File: src/rtl/dram_cmd_issuer_if.sv
// FIFO-side and DRAM-command-side signals of the command issuer.
// The issuer connects through the slave modport; the driver side uses master.
interface dram_cmd_issuer_if #(
    parameter int ROW_W = 4,
    parameter int COL_W = 3
);
    localparam int REQ_W  = 1 + ROW_W + COL_W;
    localparam int ADDR_W = (ROW_W > COL_W) ? ROW_W : COL_W;

    logic              en;
    logic              fifo_empty;
    logic [REQ_W-1:0]  fifo_dataout;
    logic              fifo_rd_en;
    logic [2:0]        cmd;
    logic [ADDR_W-1:0] cmd_addr;
    logic              busy;
    logic              done;

    modport master (
        output en, fifo_empty, fifo_dataout,
        input  fifo_rd_en, cmd, cmd_addr, busy, done
    );

    modport slave (
        input  en, fifo_empty, fifo_dataout,
        output fifo_rd_en, cmd, cmd_addr, busy, done
    );
endinterface

File: src/rtl/dram_cmd_issuer.sv
// Single-bank DRAM command issuer: pops {we,row,col} requests one at a time and
// issues PRE/ACT/RD/WR under an open-row policy with tRP/tRCD/tCL spacing.
module dram_cmd_issuer #(
    parameter int ROW_W = 4,
    parameter int COL_W = 3,
    parameter int T_RP  = 2,
    parameter int T_RCD = 3,
    parameter int T_CL  = 2
)(
    input  logic            clk,
    input  logic            rst_b,
    dram_cmd_issuer_if.slave bus
);
    localparam int REQ_W  = 1 + ROW_W + COL_W;
    localparam int ADDR_W = (ROW_W > COL_W) ? ROW_W : COL_W;
    localparam int T_MAX  = (T_RP > T_RCD) ? ((T_RP > T_CL) ? T_RP : T_CL)
                                           : ((T_RCD > T_CL) ? T_RCD : T_CL);
    localparam int TMR_W  = $clog2(T_MAX) + 1;

    localparam logic [2:0] S_IDLE   = 3'd0;
    localparam logic [2:0] S_FETCH  = 3'd1;
    localparam logic [2:0] S_DECODE = 3'd2;
    localparam logic [2:0] S_PRE    = 3'd3;
    localparam logic [2:0] S_ACT    = 3'd4;
    localparam logic [2:0] S_RW     = 3'd5;
    localparam logic [2:0] S_WAIT   = 3'd6;

    localparam logic [2:0] C_NOP = 3'b000;
    localparam logic [2:0] C_ACT = 3'b001;
    localparam logic [2:0] C_RD  = 3'b010;
    localparam logic [2:0] C_WR  = 3'b011;
    localparam logic [2:0] C_PRE = 3'b100;

    logic [2:0]        r_state;
    logic [TMR_W-1:0]  r_timer;
    logic              r_we;
    logic [ROW_W-1:0]  r_row;
    logic [COL_W-1:0]  r_col;
    logic              r_row_open;
    logic [ROW_W-1:0]  r_open_row;
    logic              r_rd_en;
    logic [2:0]        r_cmd;
    logic [ADDR_W-1:0] r_addr;
    logic              r_busy;
    logic              r_done;

    logic              w_we;
    logic [ROW_W-1:0]  w_row;
    logic [COL_W-1:0]  w_col;
    logic              w_hit;

    // Decode straight off the FIFO output so the first command lands in cycle 2.
    assign w_we  = bus.fifo_dataout[REQ_W-1];
    assign w_row = bus.fifo_dataout[COL_W +: ROW_W];
    assign w_col = bus.fifo_dataout[COL_W-1:0];
    assign w_hit = r_row_open && (w_row == r_open_row);

    always_ff @(posedge clk or negedge rst_b) begin
        if (!rst_b) begin
            r_state    <= S_IDLE;
            r_timer    <= '0;
            r_we       <= 1'b0;
            r_row      <= '0;
            r_col      <= '0;
            r_row_open <= 1'b0;
            r_open_row <= '0;
            r_rd_en    <= 1'b0;
            r_cmd      <= C_NOP;
            r_addr     <= '0;
            r_busy     <= 1'b0;
            r_done     <= 1'b0;
        end else begin
            r_rd_en <= 1'b0;
            r_cmd   <= C_NOP;
            r_addr  <= '0;
            r_done  <= 1'b0;
            case (r_state)
                S_IDLE: begin
                    if (bus.en && !bus.fifo_empty) begin
                        r_rd_en <= 1'b1;
                        r_busy  <= 1'b1;
                        r_state <= S_FETCH;
                    end
                end
                S_FETCH: r_state <= S_DECODE;
                S_DECODE: begin
                    r_we  <= w_we;
                    r_row <= w_row;
                    r_col <= w_col;
                    if (w_hit) begin
                        r_cmd   <= w_we ? C_WR : C_RD;
                        r_addr  <= ADDR_W'(w_col);
                        r_timer <= TMR_W'(T_CL - 1);
                        r_state <= S_RW;
                    end else if (r_row_open) begin
                        r_cmd      <= C_PRE;
                        r_row_open <= 1'b0;
                        r_timer    <= TMR_W'(T_RP - 1);
                        r_state    <= S_PRE;
                    end else begin
                        r_cmd      <= C_ACT;
                        r_addr     <= ADDR_W'(w_row);
                        r_row_open <= 1'b1;
                        r_open_row <= w_row;
                        r_timer    <= TMR_W'(T_RCD - 1);
                        r_state    <= S_ACT;
                    end
                end
                S_PRE: begin
                    if (r_timer == '0) begin
                        r_cmd      <= C_ACT;
                        r_addr     <= ADDR_W'(r_row);
                        r_row_open <= 1'b1;
                        r_open_row <= r_row;
                        r_timer    <= TMR_W'(T_RCD - 1);
                        r_state    <= S_ACT;
                    end else begin
                        r_timer <= r_timer - 1'b1;
                    end
                end
                S_ACT: begin
                    if (r_timer == '0) begin
                        r_cmd   <= r_we ? C_WR : C_RD;
                        r_addr  <= ADDR_W'(r_col);
                        r_timer <= TMR_W'(T_CL - 1);
                        r_state <= S_RW;
                    end else begin
                        r_timer <= r_timer - 1'b1;
                    end
                end
                S_RW, S_WAIT: begin
                    if (r_timer == '0) begin
                        r_done  <= 1'b1;
                        r_busy  <= 1'b0;
                        r_state <= S_IDLE;
                    end else begin
                        r_timer <= r_timer - 1'b1;
                        r_state <= S_WAIT;
                    end
                end
                default: begin
                    r_busy  <= 1'b0;
                    r_state <= S_IDLE;
                end
            endcase
        end
    end

    assign bus.fifo_rd_en = r_rd_en;
    assign bus.cmd        = r_cmd;
    assign bus.cmd_addr   = r_addr;
    assign bus.busy       = r_busy;
    assign bus.done       = r_done;
endmodule

File: src/flat_wrapper.sv
// flat-port wrapper written by rule: the top's interface ports become plain ports
module dram_cmd_issuer_flat 
#(
    parameter int ROW_W = 4,
    parameter int COL_W = 3,
    parameter int T_RP  = 2,
    parameter int T_RCD = 3,
    parameter int T_CL  = 2
)
  (clk, rst_b, bus_en, bus_fifo_empty, bus_fifo_dataout, bus_fifo_rd_en, bus_cmd, bus_cmd_addr, bus_busy, bus_done);
  dram_cmd_issuer_if #(.ROW_W(ROW_W), .COL_W(COL_W)) bus_i ();
  input  logic clk;
  input  logic rst_b;
  input wire logic [$bits(bus_i.en)-1:0] bus_en;
  input wire logic [$bits(bus_i.fifo_empty)-1:0] bus_fifo_empty;
  input wire logic [$bits(bus_i.fifo_dataout)-1:0] bus_fifo_dataout;
  output wire logic [$bits(bus_i.fifo_rd_en)-1:0] bus_fifo_rd_en;
  output wire logic [$bits(bus_i.cmd)-1:0] bus_cmd;
  output wire logic [$bits(bus_i.cmd_addr)-1:0] bus_cmd_addr;
  output wire logic [$bits(bus_i.busy)-1:0] bus_busy;
  output wire logic [$bits(bus_i.done)-1:0] bus_done;
  assign bus_i.en = bus_en;
  assign bus_i.fifo_empty = bus_fifo_empty;
  assign bus_i.fifo_dataout = bus_fifo_dataout;
  assign bus_fifo_rd_en = bus_i.fifo_rd_en;
  assign bus_cmd = bus_i.cmd;
  assign bus_cmd_addr = bus_i.cmd_addr;
  assign bus_busy = bus_i.busy;
  assign bus_done = bus_i.done;
  dram_cmd_issuer #(.ROW_W(ROW_W), .COL_W(COL_W), .T_RP(T_RP), .T_RCD(T_RCD), .T_CL(T_CL)) u_core (.clk(clk), .rst_b(rst_b), .bus(bus_i));
endmodule
File: config.mk
export PLATFORM = sky130hd
export DESIGN_NAME = dram_cmd_issuer_flat
export DESIGN_NICKNAME = d
export VERILOG_FILES = /design/src/rtl/dram_cmd_issuer_if.sv /design/src/rtl/dram_cmd_issuer.sv /design/src/flat_wrapper.sv
export SDC_FILE = /design/constraint.sdc
export NUM_CORES = 1
export LEC_CHECK = 0
export ABC_AREA = 1
export BUFFER_PORTS_ARGS = -buffer_cell sky130_fd_sc_hd__buf_2
export CORE_ASPECT_RATIO = 1.2
export CORE_MARGIN = 5
export CORE_UTILIZATION = 35
export CTS_BUF_LIST = sky130_fd_sc_hd__clkbuf_4 sky130_fd_sc_hd__clkbuf_8
export DETAILED_ROUTE_END_ITERATION = 6
export HOLD_SLACK_MARGIN = 0.03
export PLACE_DENSITY = 0.51
export SYNTH_ARGS = -nofsm -noshare
export SYNTH_HDL_FRONTEND = slang
export SYNTH_SLANG_ARGS = --single-unit
File: constraint.sdc
create_clock -name clk -period 2.6 [get_ports clk]
set_input_delay 0 -clock clk [delete_from_list [all_inputs] [get_ports clk]]
set_output_delay 0 -clock clk [all_outputs]
set_load 0.005 [all_outputs]
==> results_dict.tcl, run 1 <==
set metrics [dict create \
    status "finished, final reports clean" \
    drtPass1Iterations 4 \
    wl_met1_mm 1.53 \
    row_count 26 \
    synthCells 205 \
    clkTransAtPathRegs_ns 0.06 \
    htree_levels 2 \
    finalSetupViolCount 0 \
    synth_simple_gate_area_share_pct 33.4 \
    maxCapViolations 0 \
    antenna_left 0 \
    netlist_area_mm2 0.00155 \
    wl_met3_um 132 \
    synth_xor_area_share_pct 0.567 \
    p_seq_share_pct 36.9 \
    ys_ff_latch 29 \
    diodes 0 \
    worstSetupPathType "reg2reg" \
    drcViolationCount 0 \
    irDropWorstVdd_mv 0.426 \
    critPathArrivalTime_ns 1.82 \
    worst_ep_required_time_ns 2.77 \
    startpoint_type "flip-flop" \
    cts_root_buf "clkbuf_8" \
    fin_crit_ns 1.65 \
    cp_slowest_cell "dfrtp_1" \
    grt_start_max_net_pins 30 \
    synthMuxAreaShare_pct 0 \
    slew_violations 0 \
    path_buf_inv 0 \
    clkPwrFrac_pct 20.4 \
    min_path_type "in2reg" \
    path_delay_family "simple AND/OR/NAND/NOR gates" \
    synth_warnings 0 \
    min_period_over_period_pct 63.4 \
    worst_slack_ns 0.952 \
    cts_setup_buffers 0 \
    drtIter0Drc 57 \
    hold_viol 0 \
    start_util_pct 36.3 \
    ys_types 23 \
    power_frac_comb_pct 42.7 \
    place_hpwl_mm 2.52 \
    top_level_ports 22 \
    nets 253 \
    via_per_inst 4.44 \
    grt_pass1_vias 1345 \
    power_density_mw_per_mm2 1090 \
    cts_sinks 29 \
    finClkSkew_ns 0.00626 \
    routed-via-count 1313 \
    dr.max_layer_used "met4" \
    ys_seq_area_share_pct 47.0 \
    synth_compound_area_share_pct 8.18 \
    cts_tree "done" \
    worst_path_most_repeated_cell "nand2_1" \
    internal_power_uw 1190 \
    holdWs_ns 0.0432 \
    synthToLayoutAreaGrowth_pct 21.7 \
    cts.repair.resized 0 \
    synth_area_per_cell_um2 7.54 \
    power_switching_uw 865 \
    max_freq_mhz 607 \
    drt_wl_total_mm 3.43 \
    place.gp.congestion 0.758 \
    final_cell_mix "nand2_1, dfrtp_1, inv_1, buf_2, nor2_1" \
    cp_max_fo 13 \
    rsz0062_at_grt "no" \
    wl_per_cell_um 11.6 \
    track_usage_pct 13.8 \
    dieArea_mm2 0.00585 \
    dieHeight_um 82.8 \
    max-clock-path-buffers 2 \
    slowest_delay_ns 0.48 \
    setup_tns_ns 0 \
    synth_nets 219 \
    relSlewSlack_pct 55.5 \
    path_cells "nand2_1, nor2_2, nand2_1, nand2_1, nor2_1, o21ai_0, nand2_1" \
    postLayoutCoreUtil_pct 44.1 \
    die_w_um 70.7 \
    clock_latency_ns 0.28 \
    yosys.area_share.adder_pct 1.62 \
    port_buffers 21 \
    switching_share_pct 42.1 \
    antenna_found_initial 0 \
    grt_pass1_wl_mm 6.10 \
    reg2reg_slack_ns 0.95 \
    cts_buffers 5 \
    final_common_cell "nand2_1" \
    place_ws_ns 0.947 \
    synth_top_family_by_area "simple AND/OR/NAND/NOR gates" \
    wl_met2_mm 1.69 \
    core_mm2 0.00426 \
    layout-drive-gt1-share_pct 18.3 \
    worst_pin_slew_ns 0.667 \
    crit_path_end_kind "flip-flop" \
    overflow 0 \
    power.leakage_uw 0.00107 \
]
-- cells in the mapped netlist --
library cell   n  area (um^2)
xor2_1         1         8.76
nand2_2        2         12.5
dfrtp_1       29          726
nor2_4         1         11.3
clkbuf_8       1         13.8
ha_1           2         25.0
buf_2          1         5.00
o21ai_1        1         5.00
nand2_4        3         33.8
nor2_2         3         18.8
nor2_1        16         60.1
inv_1         25         93.8
nand2_1       80          300
nor3_1         1         5.00
o21ai_0       13         65.1
inv_2          2         7.51
o21ai_2        4         35.0
o22ai_1        1         6.26
nand3_1       11         55.1
nand3b_1       1         7.51
buf_6          2         22.5
a21oi_1        3         15.0
nand4_1        2         12.5
-- layout make-up --
class | count | area, um^2
fill | 445 | 2380
sequential | 29 | 726
multi-input combinational | 145 | 677
timing repair buffer | 31 | 205
inverter | 27 | 101
clock buffer | 7 | 96.3
tap | 56 | 70.1
clock inverter | 1 | 5.00
-- repair_timing --
| action | CTS | global route |
|---|---|---|
| hold endpoints to repair | 41 | 0 |
| hold buffers | 10 | 0 |
| endpoints found under the setup margin | 0 | 0 |
-- kinds of logic after synthesis --
group,after synthesis
simple gates,120
buf+inv,31
flops,29
compound gates,22
fa+ha+maj,2
xor+xnor,1
-- tightest hold or removal path: stages --
cell,delay (ns)
buf_2,0.08
inv_1,0.07
o21ai_2,0.13
-- registers in the layout, indices dropped and copies added (netlist names) --
name                   flops
u_core.r_timer             3
u_core.bus.fifo_rd_en      1
u_core.r_col               3
u_core.bus.done            1
u_core.bus.cmd             3
u_core.r_row               4
u_core.r_open_row          4
u_core.bus.busy            1
u_core.r_we                1
u_core.r_state             3
u_core.bus.cmd_addr        4
u_core.r_row_open          1
-- per-stage QoR --
step / total power [uW] / std cells / area, um^2
5_1_grt: 2280 / 296 / 1880
6_report: 2050 / 296 / 1880
3_5_place_dp: 1640 / 278 / 1680
4_1_cts: 2090 / 296 / 1880
2_1_floorplan: 1450 / 205 / 1550
3_3_place_gp: 1650 / 278 / 1680
-- power by group through the flow --
stage	registers (uW)	clock network, uW	logic, uW
global route	783	462	1030
detailed placement	765	0	878
global placement	764	0	887
finish	758	420	876
floorplan	737	0	716
CTS	759	438	895
-- layer usage --
layer / vias to the layer above / global-route usage (%)
met4: 0 / 7.14
met3: 7 / 4.22
met1: 584 / 15.4
met5: - / 0
li1: 702 / -
met2: 20 / 24.0
-- final timing paths --
kind,end,startpoint,depth (start not counted)
worst max-delay path,u_core.r_state[0],u_core.r_state[0],7
worst min register to register,u_core.r_timer[0],u_core.r_timer[0],2
max in group asynchronous,u_core.bus.cmd_addr[2],rst_b,2
worst max register to register,u_core.r_state[0],u_core.r_state[0],7
worst min-delay path,u_core.r_row[1],bus_fifo_dataout[4],3
min in group asynchronous,u_core.bus.cmd[2],rst_b,2
(Power assumes the default switching activity.)
==> inputs of run 2 (changes only) <==
--- a/config.mk
+++ b/config.mk
@@ -13,7 +13,7 @@
 export CTS_BUF_LIST = sky130_fd_sc_hd__clkbuf_4 sky130_fd_sc_hd__clkbuf_8
 export DETAILED_ROUTE_END_ITERATION = 6
 export HOLD_SLACK_MARGIN = 0.03
-export PLACE_DENSITY = 0.51
+export PLACE_DENSITY = 0.53
 export SYNTH_ARGS = -nofsm -noshare
 export SYNTH_HDL_FRONTEND = slang
 export SYNTH_SLANG_ARGS = --single-unit
==> constraint.sdc (replaced) <==
create_clock -name clk -period 1.45 [get_ports clk]
set_input_delay 0 -clock clk [delete_from_list [all_inputs] [get_ports clk]]
set_output_delay 0 -clock clk [all_outputs]
set_load 0.005 [all_outputs]
==> run 2 against run 1 <==
  * Sequential power grew 79%
  * Hold slack gained 0.0076 ns
  * Global-route usage shrank 0.50 points
  * Sequential share of layout area shrank 1.5 points
  * Die area is the same
  * Clock-buffer cell count shrank 1
  * Maximum frequency grew 18%
  * Clock skew grew 0.0045 ns
  * First-iteration DRC count shrank 44%
  * Critical path depth is the same
  * Largest cell class unchanged
  * Clock power grew 55%
  * Highest routed layer unchanged
  * Worst setup slack lost 0.89 ns
==> results_dict.tcl, run 2 (same netlist as run 1, synthesis figures left out) <==
set metrics [dict create \
    holdWs_ns 0.0508 \
    relSlewSlack_pct 56.4 \
    grt_pass1_vias 1313 \
    drt_wl_total_mm 3.41 \
    via_per_inst 4.44 \
    status "finished, final reports clean" \
    max-clock-path-buffers 2 \
    crit_path_end_kind "flip-flop" \
    switching_share_pct 41.7 \
    min_path_type "in2reg" \
    fill_cells 445 \
    max_freq_mhz 719 \
    wl_per_cell_um 11.2 \
    min_period_over_period_pct 96.0 \
    clkPwrFrac_pct 16.9 \
    finClkSkew_ns 0.0108 \
    antenna_left 0 \
    clkTransAtPathRegs_ns 0.07 \
    worst_ep_required_time_ns 1.66 \
    power_density_mw_per_mm2 1970 \
    hold_depth 3 \
    slew_violations 0 \
    seqCellArea_um2 728 \
    rsz0062_at_grt "yes" \
    die_w_um 70.7 \
    top_level_ports 22 \
    layout-drive-gt1-share_pct 24.8 \
    hold_viol 0 \
    place_hpwl_mm 2.51 \
    dieHeight_um 82.8 \
    startpoint_type "flip-flop" \
    p_seq_share_pct 35.1 \
    htree_levels 2 \
    finalSetupViolCount 0 \
    power_uw 3870 \
    cts_root_buf "clkbuf_8" \
    r2r_cells 7 \
    nets 263 \
    final_cell_mix "nand2_1, dfrtp_1, inv_1, buf_2, nor2_1" \
    power.leakage_uw 0.00111 \
    worstSetupPathType "reg2reg" \
    grt_pass1_wl_mm 6.01 \
    cts_sinks 29 \
    cp_max_fo 7 \
    clock_latency_ns 0.28 \
    port_buffers 21 \
    core_mm2 0.00426 \
    track_usage_pct 13.3 \
    cts_buffers 5 \
    dieArea_mm2 0.00585 \
    drcViolationCount 0 \
    start_util_pct 36.3 \
    drtPass1Iterations 4 \
    routed-via-count 1358 \
    grt_start_max_net_pins 30 \
    place.gp.congestion 0.824 \
    power_frac_comb_pct 48.0 \
    fin_crit_ns 1.39 \
    internal_power_uw 2250 \
    irDropWorstVdd_mv 0.777 \
    maxCapViolations 0 \
    power_switching_uw 1610 \
    critPathArrivalTime_ns 1.60 \
    worst_pin_slew_ns 0.655 \
    overflow 0 \
    drtIter0Drc 32 \
    synthToLayoutAreaGrowth_pct 27.2 \
    cts_tree "done" \
    row_count 26 \
    multiInputGateArea_um2 704 \
    antenna_found_initial 0 \
    reg2reg_slack_ns 0.06 \
    diodes 0 \
    final_common_cell "nand2_1" \
]
==> run 2: cell count changes in the layout (fill, tap and decap cells not counted), sizes merged <==
| cell | delta |
|---|---|
| buf | +12 |
| clkbuf | -1 |
| clkinv | +1 |
| dlygate4sd3 | -2 |
==> run 2: final cells by class <==
cell class                 instances  area share [%]
sequential                        29            37.0
clock inverter                     2           0.509
timing repair buffer              41            14.0
clock buffer                       6            3.88
tap                               56            3.56
inverter                          27            5.16
multi-input combinational        145            35.8
==> run 2: through the flow <==
stage	instance area, um^2	TNS, ns	setup WS [ns]	std cells	util, %
global placement	1740	-0.0177	-0.0177	286	40.8
detailed placement	1740	-0.0167	-0.0167	286	40.8
global route	1970	-0.0709	-0.0147	306	46.1
CTS	1910	0	0.0117	302	44.9
finish	1970	0	0.0583	306	46.1
floorplan	1550	0	0.150	205	-
==> run 2: power by group through the flow <==
stage                     Sequential [uW]  Clock (uW)  Combinational [uW]
after CTS                            1350         680                1760
after floorplan                      1320           0                1280
after detailed placement             1370           0                1710
after global routing                 1400         722                2150
final                                1360         652                1860
after global placement               1370           0                1700
==> run 2: repair_timing <==
item	CTS	global route
gates cloned	0	0
setup buffers	0	4
hold endpoints to repair	39	0
resized for setup	2	8
pin swaps	0	1
setup endpoints to repair	4	16
hold buffers	8	0
==> run 2: per-layer routing <==
| layer | global-route usage, % | part of all wire (%) | vias to the layer above |
|---|---|---|---|
| met5 | 0 | 0 | - |
| met4 | 5.08 | 1.8 | 0 |
| met3 | 3.25 | 3.6 | 6 |
| met2 | 24.1 | 50 | 16 |
| met1 | 15.2 | 45 | 619 |
| li1 | - | - | 717 |
==> run 2: worst max-delay path, stage by stage (launching register included) <==
cell and delay [ns]:
dfrtp_2 0.45, inv_2 0.07, nand2_2 0.07, nor2_4 0.27, buf_4 0.16, buf_4 0.11, a21oi_1 0.04, a21oi_1 0.15
==> run 2: worst paths after layout <==
check | end | from
setup / recovery | u_core.r_row_open | u_core.r_state[2]
hold / removal | u_core.r_row[1] | bus_fifo_dataout[4]
setup reg to reg | u_core.r_row_open | u_core.r_state[2]
hold reg to reg | u_core.r_col[2] | u_core.r_col[2]
max in group asynchronous | u_core.r_state[2] | rst_b
min in group asynchronous | u_core.bus.busy | rst_b
